File: config.mk
export PLATFORM = sky130hd
export DESIGN_NAME = mem_arbiter
export DESIGN_NICKNAME = d
export VERILOG_FILES = /design/src/rtl/mem_arbiter_pkg.sv /design/src/rtl/mem_arbiter_starve_ctr.sv /design/src/rtl/mem_arbiter.sv
export SDC_FILE = /design/constraint.sdc
export NUM_CORES = 1
export LEC_CHECK = 0
export CORE_ASPECT_RATIO = 0.8
export CORE_MARGIN = 1
export CORE_UTILIZATION = 37
export DETAILED_ROUTE_END_ITERATION = 7
export GPL_TIMING_DRIVEN = 0
export PLACE_DENSITY = 0.91
export SETUP_SLACK_MARGIN = 0.15
export SYNTH_ARGS = -nofsm -noshare
export SYNTH_HDL_FRONTEND = slang
export SYNTH_SLANG_ARGS = --single-unit
export TNS_END_PERCENT = 1
File: constraint.sdc
create_clock -name clk -period 2.9 [get_ports clk]
set_input_delay 0.58 -clock clk [delete_from_list [all_inputs] [get_ports clk]]
set_output_delay 0.58 -clock clk [all_outputs]
set_load 0.005 [all_outputs]
File: src/rtl/mem_arbiter_pkg.sv
// mem_arbiter_pkg: state encoding and default sizes shared by the I/D memory arbiter
package mem_arbiter_pkg;
  localparam int DATA_W_DEF       = 16;
  localparam int STARVE_LIMIT_DEF = 4;
  typedef enum logic [1:0] {
    IDLE  = 2'b00,
    GNT_I = 2'b01,
    GNT_D = 2'b10
  } arb_state_e;
endpackage

File: src/rtl/mem_arbiter_starve_ctr.sv
// mem_arbiter_starve_ctr: saturating count of D-grants taken while the I-side waits
module mem_arbiter_starve_ctr #(
  parameter int LIMIT = 4
) (
  input  logic clk,
  input  logic rst,
  input  logic inc,
  input  logic clr,
  output logic sat
);
  localparam int W = $clog2(LIMIT + 1);
  logic [W-1:0] cnt_q, cnt_d;
  assign sat   = cnt_q == W'(LIMIT);
  assign cnt_d = clr ? '0 : (inc && !sat) ? cnt_q + 1'b1 : cnt_q;
  always_ff @(posedge clk) begin
    if (rst) cnt_q <= '0;
    else     cnt_q <= cnt_d;
  end
endmodule

File: src/rtl/mem_arbiter.sv
// mem_arbiter: shares one mem_system between fetch (I, read-only) and memory (D) stages,
// D-side priority with a starvation guard that forces an I grant after STARVE_LIMIT D grants.
module mem_arbiter
  import mem_arbiter_pkg::*;
#(
  parameter int DATA_W       = DATA_W_DEF,
  parameter int STARVE_LIMIT = STARVE_LIMIT_DEF
) (
  input  logic              clk,
  input  logic              rst,
  input  logic              i_rd,
  input  logic [DATA_W-1:0] i_addr,
  output logic [DATA_W-1:0] i_rdata,
  output logic              i_done,
  output logic              i_stall,
  output logic              i_hit,
  input  logic              d_rd,
  input  logic              d_wr,
  input  logic [DATA_W-1:0] d_addr,
  input  logic [DATA_W-1:0] d_wdata,
  output logic [DATA_W-1:0] d_rdata,
  output logic              d_done,
  output logic              d_stall,
  output logic              d_hit,
  output logic              err,
  output logic [DATA_W-1:0] m_addr,
  output logic [DATA_W-1:0] m_wdata,
  output logic              m_rd,
  output logic              m_wr,
  input  logic [DATA_W-1:0] m_rdata,
  input  logic              m_done,
  input  logic              m_stall,
  input  logic              m_hit,
  input  logic              m_err
);
  arb_state_e        state_q, state_d;
  logic [DATA_W-1:0] m_addr_q, m_addr_d, m_wdata_q, m_wdata_d;
  logic              m_rd_q, m_rd_d, m_wr_q, m_wr_d;
  logic              idle, d_req, sat, ent_i, ent_d, hold;
  logic              unused_m_stall;
  assign unused_m_stall = m_stall;
  assign idle  = state_q == IDLE;
  assign d_req = (d_rd | d_wr) & ~(d_rd & d_wr);
  // Grant decision and request latching happen together so m_* appear one cycle after the IDLE request.
  always_comb begin
    state_d   = idle ? ((d_req && !(i_rd && sat)) ? GNT_D : i_rd ? GNT_I : IDLE)
                     : m_done ? IDLE : state_q;
    ent_i     = idle && state_d == GNT_I;
    ent_d     = idle && state_d == GNT_D;
    hold      = !idle && !m_done;
    m_rd_d    = ent_i || (ent_d && d_rd) || (hold && m_rd_q);
    m_wr_d    = (ent_d && d_wr) || (hold && m_wr_q);
    m_addr_d  = ent_i ? i_addr : ent_d ? d_addr : m_addr_q;
    m_wdata_d = ent_d ? d_wdata : m_wdata_q;
  end
  always_ff @(posedge clk) begin
    if (rst) begin
      state_q   <= IDLE;
      m_addr_q  <= '0;
      m_wdata_q <= '0;
      m_rd_q    <= 1'b0;
      m_wr_q    <= 1'b0;
    end else begin
      state_q   <= state_d;
      m_addr_q  <= m_addr_d;
      m_wdata_q <= m_wdata_d;
      m_rd_q    <= m_rd_d;
      m_wr_q    <= m_wr_d;
    end
  end
  mem_arbiter_starve_ctr #(.LIMIT(STARVE_LIMIT)) u_starve (
    .clk (clk),
    .rst (rst),
    .inc (ent_d & i_rd),
    .clr (ent_i | (idle & ~i_rd)),
    .sat (sat)
  );
  assign m_addr  = m_addr_q;
  assign m_wdata = m_wdata_q;
  assign m_rd    = m_rd_q;
  assign m_wr    = m_wr_q;
  assign i_done  = state_q == GNT_I && m_done;
  assign d_done  = state_q == GNT_D && m_done;
  assign i_rdata = i_done ? m_rdata : '0;
  assign d_rdata = d_done ? m_rdata : '0;
  assign i_hit   = i_done & m_hit;
  assign d_hit   = d_done & m_hit;
  assign i_stall = i_rd & ~i_done;
  assign d_stall = (d_rd | d_wr) & ~d_done;
  assign err     = (!idle && m_err) || (idle && d_rd && d_wr);
endmodule

Word level (Yosys, flattened, before mapping)
Index checks and enable logic that the tools add are counted.
- bits in registers: 39
- input port bits: 73
- output and inout port bits: 73
- add/sub/neg operators: 1
- equality and inequality tests: 5
- mux-type cells: 8
- bitwise gates (word level): 14
- reductions and logical operators: 26
- operators by type and width (cell ; number):
    two-way mux 16 bit ; 4
    logical AND 1 bit ; 15
    bitwise AND 1 bit ; 8
    two-way mux 2 bit ; 3
    == test 2 x 1 -> 1 bit (second input constant) ; 2
    == test 2 bit (second input constant) ; 2
    logical NOT 1 bit ; 4
    logical OR 1 bit ; 4
    inverter 1 bit ; 4
    adder 3 x 1 -> 3 bit (second input constant) ; 1
    == test 3 bit (second input constant) ; 1
    logical NOT 2 bit ; 1
    bitwise OR 1 bit ; 2
    nonzero test 2 bit ; 1
    OR reduction 2 bit ; 1
    two-way mux 1 bit ; 1

Longest topological paths before layout
- word-level depth: 11
- mapped depth: 7

Cells and area by module
From an unflattened synthesis, not the netlist that was laid out.
- cell total of the unflattened synthesis: 257
- area, all modules: 2057.0 sq um
- modules (own cells, without submodules) (module ; times used ; cells each ; area an instance (sq um) ; sequential area each (sq um)):
    mem_arbiter ; 1 ; 239 ; 1869.3 ; 720.7
    mem_arbiter_starve_ctr ; 1 ; 18 ; 187.7 ; 60.1

Worst setup path after synthesis
Ideal clock, no wire load.
- path kind: input port to flip-flop
- from: in d_rd
- to: reg m_wdata_q[11], in the netlist m_wdata[11]
- arrival time: 1694 ps
- setup slack: 1074 ps
- cell stages on the path: 6
- buffers on the path: 1
- path through: inv_1 -> ha_1 -> or3b_4 -> buf_6 -> o21ai_0 -> a21oi_1
- word-level cells in the longest chain between the ends: 8
- elaborated cells on any way between the ends: 9
- classes of those cells: eq/ne (1); mux (2); bitwise (4); reduce/logical (2)
- ends and longest elaborated chain (element ; RTL line ; text):
    start, declared ; mem_arbiter.sv:17 ; input logic d_rd,
    bitwise AND 1 bit ; mem_arbiter.sv:43 ; assign d_req = (d_rd | d_wr) & ~(d_rd & d_wr);
    inverter 1 bit ; mem_arbiter.sv:43 ;
    bitwise AND 1 bit * ; mem_arbiter.sv:43 ;
    logical AND 1 bit * ; mem_arbiter.sv:46 ; state_d = idle ? ((d_req && !(i_rd && sat)) ? GNT_D : i_rd ? GNT_I : IDLE)
    two-way mux 2 bit * (2 in a row) ; mem_arbiter.sv:46 ;
    == test 2 bit * ; mem_arbiter.sv:49 ; ent_d = idle && state_d == GNT_D;
    logical AND 1 bit * ; mem_arbiter.sv:49 ;
    end signal, assigned ; mem_arbiter.sv:66 ; m_wdata_q <= m_wdata_d;
    end, declared ; mem_arbiter.sv:37 ; logic [DATA_W-1:0] m_addr_q, m_addr_d, m_wdata_q, m_wdata_d;
Every way passes the cells marked *; elsewhere a longest branch is shown, timed or not.
A chain may end at the register's enable or synchronous reset.

Worst setup path after layout
- from: reg state_q[1]
- to: out err
- word-level cells in the longest chain between the ends: 4
- elaborated cells on any way between the ends: 6
- classes of those cells: reduce/logical (6)
- ends and longest elaborated chain (element ; RTL line ; text):
    start, declared ; mem_arbiter.sv:36 ; arb_state_e state_q, state_d;
    start signal, assigned ; mem_arbiter.sv:64 ; state_q <= state_d;
    logical NOT 2 bit * ; mem_arbiter.sv:42 ; assign idle = state_q == IDLE;
    logical NOT 1 bit / logical AND 1 bit (equally long branches) ; mem_arbiter.sv:90 ; assign err = (!idle && m_err) || (idle && d_rd && d_wr);
    logical AND 1 bit ; mem_arbiter.sv:90 ;
    logical OR 1 bit * ; mem_arbiter.sv:90 ;
    end, declared ; mem_arbiter.sv:25 ; output logic err,
Marked as above.

==> summary.md <==
| Metric | Value |
|---|---|
| Synth cell types | `31` |
| Vias per cell | `5.24` |
| CTS tree | `done` |
| Num rows | `23` |
| Total grt overflow | `0` |
| Max Buffers Root-to-Sink | `2` |
| Wirelength per Cell | `14.5 um` |
| Outcome | `complete, but fails checks` |
| # IOs | `146` |
| Crit path DAT | `2030 ps` |
| Synth warn | `0` |
| Slack of the critical path | `293 ps` |
| Tcrit/Tclk final | `0.899` |
| # clock sinks | `39` |
| Share of post-route cells with drive strength above 1 | `0.0720` |
| Initial cell density of the core | `0.393` |
| GP Congestion | `0.787` |
| Routed vias | `2437` |
| Setup violations, final | `0` |
| Crit path capture type | `output port` |
| DIE AREA | `5710 um2` |
| Pwr Density | `444 nW/um2` |
| Clk_skew | `3.25 ps` |
| Crit start category | `flop` |
| Largest net degree at the start of global routing | `13` |
| Htree depth | `2` |
| Post-synthesis sequential element count | `39` |
| Core Region | `5090 um2` |
| Worst hold margin | `473 ps` |
| MaxCap Viol Count | `0` |
| Synthesized cell area | `2000 um2` |
| NumNets Final | `478` |
| Syn_nets | `328` |
| Final Critical Period | `2610 ps` |
| Worst-path fanout max | `10` |
| Hold Path Class | `flop to flop` |
| WS Path Type | `flop to output port` |
| Clock transition at the registers of the reported paths | `80 ps` |
| Final ANT Viol Nets | `0` |
| Failing checks | `design-rule violations` |
| Tot GR Track Use | `0.234` |
| DP Wirelength | `5280 um` |
| Clk_lat worst skew | `290 ps` |
| WL final | `6750 um` |
| Root buffer cell | `clkbuf_8` |
| PortBufs | `143` |
| Cells after Synth | `252` |
| Final Hold Fails | `0` |
| Final Max Tran Viols | `0` |
| Die Y | `67.8 um` |
| Post-Place Worst Slack | `-222 ps` |
| Drt drc | `25` |
| Slew @ Worst Pin | `514 ps` |
| Initial antenna violation count | `0` |
| CP required | `2320 ps` |
| Peak VDD IR | `0.000246 V` |
| Number of diodes | `0` |
| Number of global-route vias before repair | `2209` |
| First drt pass iteration count | `6` |
| F_max | `384 MHz` |
| Hold buffer count at CTS | `0` |
| Fill cells | `417` |
| RSZ-0062 raised after global routing | `no` |
| Leakage | `1.34 nW` |
| Slew headroom | `0.658` |
| Sequential-to-total area share from yosys stat | `0.390` |
| Iteration-0 DRC Markers | `136` |
| Total CTS buffers | `5` |
| Synthesized area per cell | `7.94 um2` |
| Die extent in x | `84.2 um` |
| First-pass GRT wire length | `10600 um` |
| P&R area growth vs syn | `82.5%` |
report_power, final:
group	switching [mW]	internal, mW
registers	0.0287	0.586
logic	0.188	0.285
clock network	0.190	0.344
cell usage in the layout, fill, tap and decap left out, drive strengths merged, types with 4 or more instances in the layout:
master	instances
a21oi	20
and2	34
inv	4
a31oi	18
o21ai	32
clkdlybuf4s50	142
nor2	5
buf	15
nand3	52
nand2	5
clkbuf	14
dfxtp	39
cells in the mapped netlist (all sizes together):
cell type	n	area (um2)
nand2b	1	6.26
nand3b	2	15.0
and3	1	6.26
and3b	1	8.76
nor2b	2	12.5
nand4b	2	17.5
nor3b	2	26.3
o31ai	1	7.51
dfxtp	39	781
buf	15	105
a21oi	20	100
a21boi	1	7.51
o21ai	32	160
nand3	52	260
a31oi	18	113
a32oi	1	8.76
nor2	5	18.8
a21bo	1	10.0
or3b	1	11.3
clkbuf	8	35.0
or2	1	6.26
ha	3	37.5
nand2	5	18.8
inv	4	15.0
and2	34	213
path summary, 6_finish.rpt:
path | slack, ps | depth (start not counted) | end | startpoint
max | 290 | 4 | err | state_q[1]$_SDFF_PP0_
min | 470 | 2 | u_starve.cnt_q[0]$_SDFFE_PP0P_ | u_starve.cnt_q[0]$_SDFFE_PP0P_
max reg2reg | 1160 | 6 | m_wdata[12]$_SDFFE_PP0P_ | u_starve.cnt_q[0]$_SDFFE_PP0P_
min reg2reg | 470 | 2 | u_starve.cnt_q[0]$_SDFFE_PP0P_ | u_starve.cnt_q[0]$_SDFFE_PP0P_
timing repair:
| action | 4_1_cts | 5_1_grt |
|---|---|---|
| setup buffers | 0 | 0 |
| endpoints found under the setup margin | 29 | 0 |
| gates resized for setup | 4 | 0 |
kinds of logic (layout without fill, tap and decap cells):
| group | after synthesis | in the layout | synth area share |
|---|---|---|---|
| adders and majority gates | 3 | 3 | 0.0188 |
| DFF | 39 | 39 | 0.390 |
| AOI/OAI and AO/OA | 74 | 74 | 0.203 |
| buffers and inverters | 27 | 178 | 0.0775 |
| and+or+nand+nor | 109 | 109 | 0.310 |
routing by layer:
layer,global-route usage,vias up,routed length [um]
met1,0.276,1131,2790
met5,0,-,0
li1,-,1196,-
met3,0.0587,7,485
met2,0.440,103,3420
met4,0.0474,0,52
stage by stage:
step / TNS [ps] / utilization / instance area (um2) / cells / power [mW]
5_1_grt: 0 / 0.717 / 3650 / 465 / 1.70
2_1_floorplan: 0 / - / 2000 / 252 / 0.818
3_5_place_dp: -2490 / 0.689 / 3510 / 457 / 1.10
6_report: 0 / 0.717 / 3650 / 465 / 1.62
3_3_place_gp: -1500 / 0.689 / 3510 / 457 / 1.09
4_1_cts: 0 / 0.717 / 3650 / 465 / 1.63
flip-flops by register name (all words and copies together), names as in the netlist:
name and count:
state_q 2, m_wdata 16, m_addr 16, m_rd 1, u_starve.cnt_q 3, m_wr 1
critical path, stage by stage (launching register included):
cell and delay (ps):
dfxtp_1 410, or2_2 380, buf_2 200, o31ai_1 200
clkdlybuf4s50_1 540
layout make-up:
type / instances / area (um2) / area share
tap: 62 / 77.6 / 0.0212
clock buffer: 6 / 72.6 / 0.0199
inverter: 4 / 15.0 / 0.00411
sequential: 39 / 781 / 0.214
multi-input combinational: 186 / 1070 / 0.294
buffer: 23 / 143 / 0.0391
timing repair buffer: 143 / 1430 / 0.392
clock inverter: 2 / 60.1 / 0.0164
Note: power is estimated with default switching activity, not from simulation.
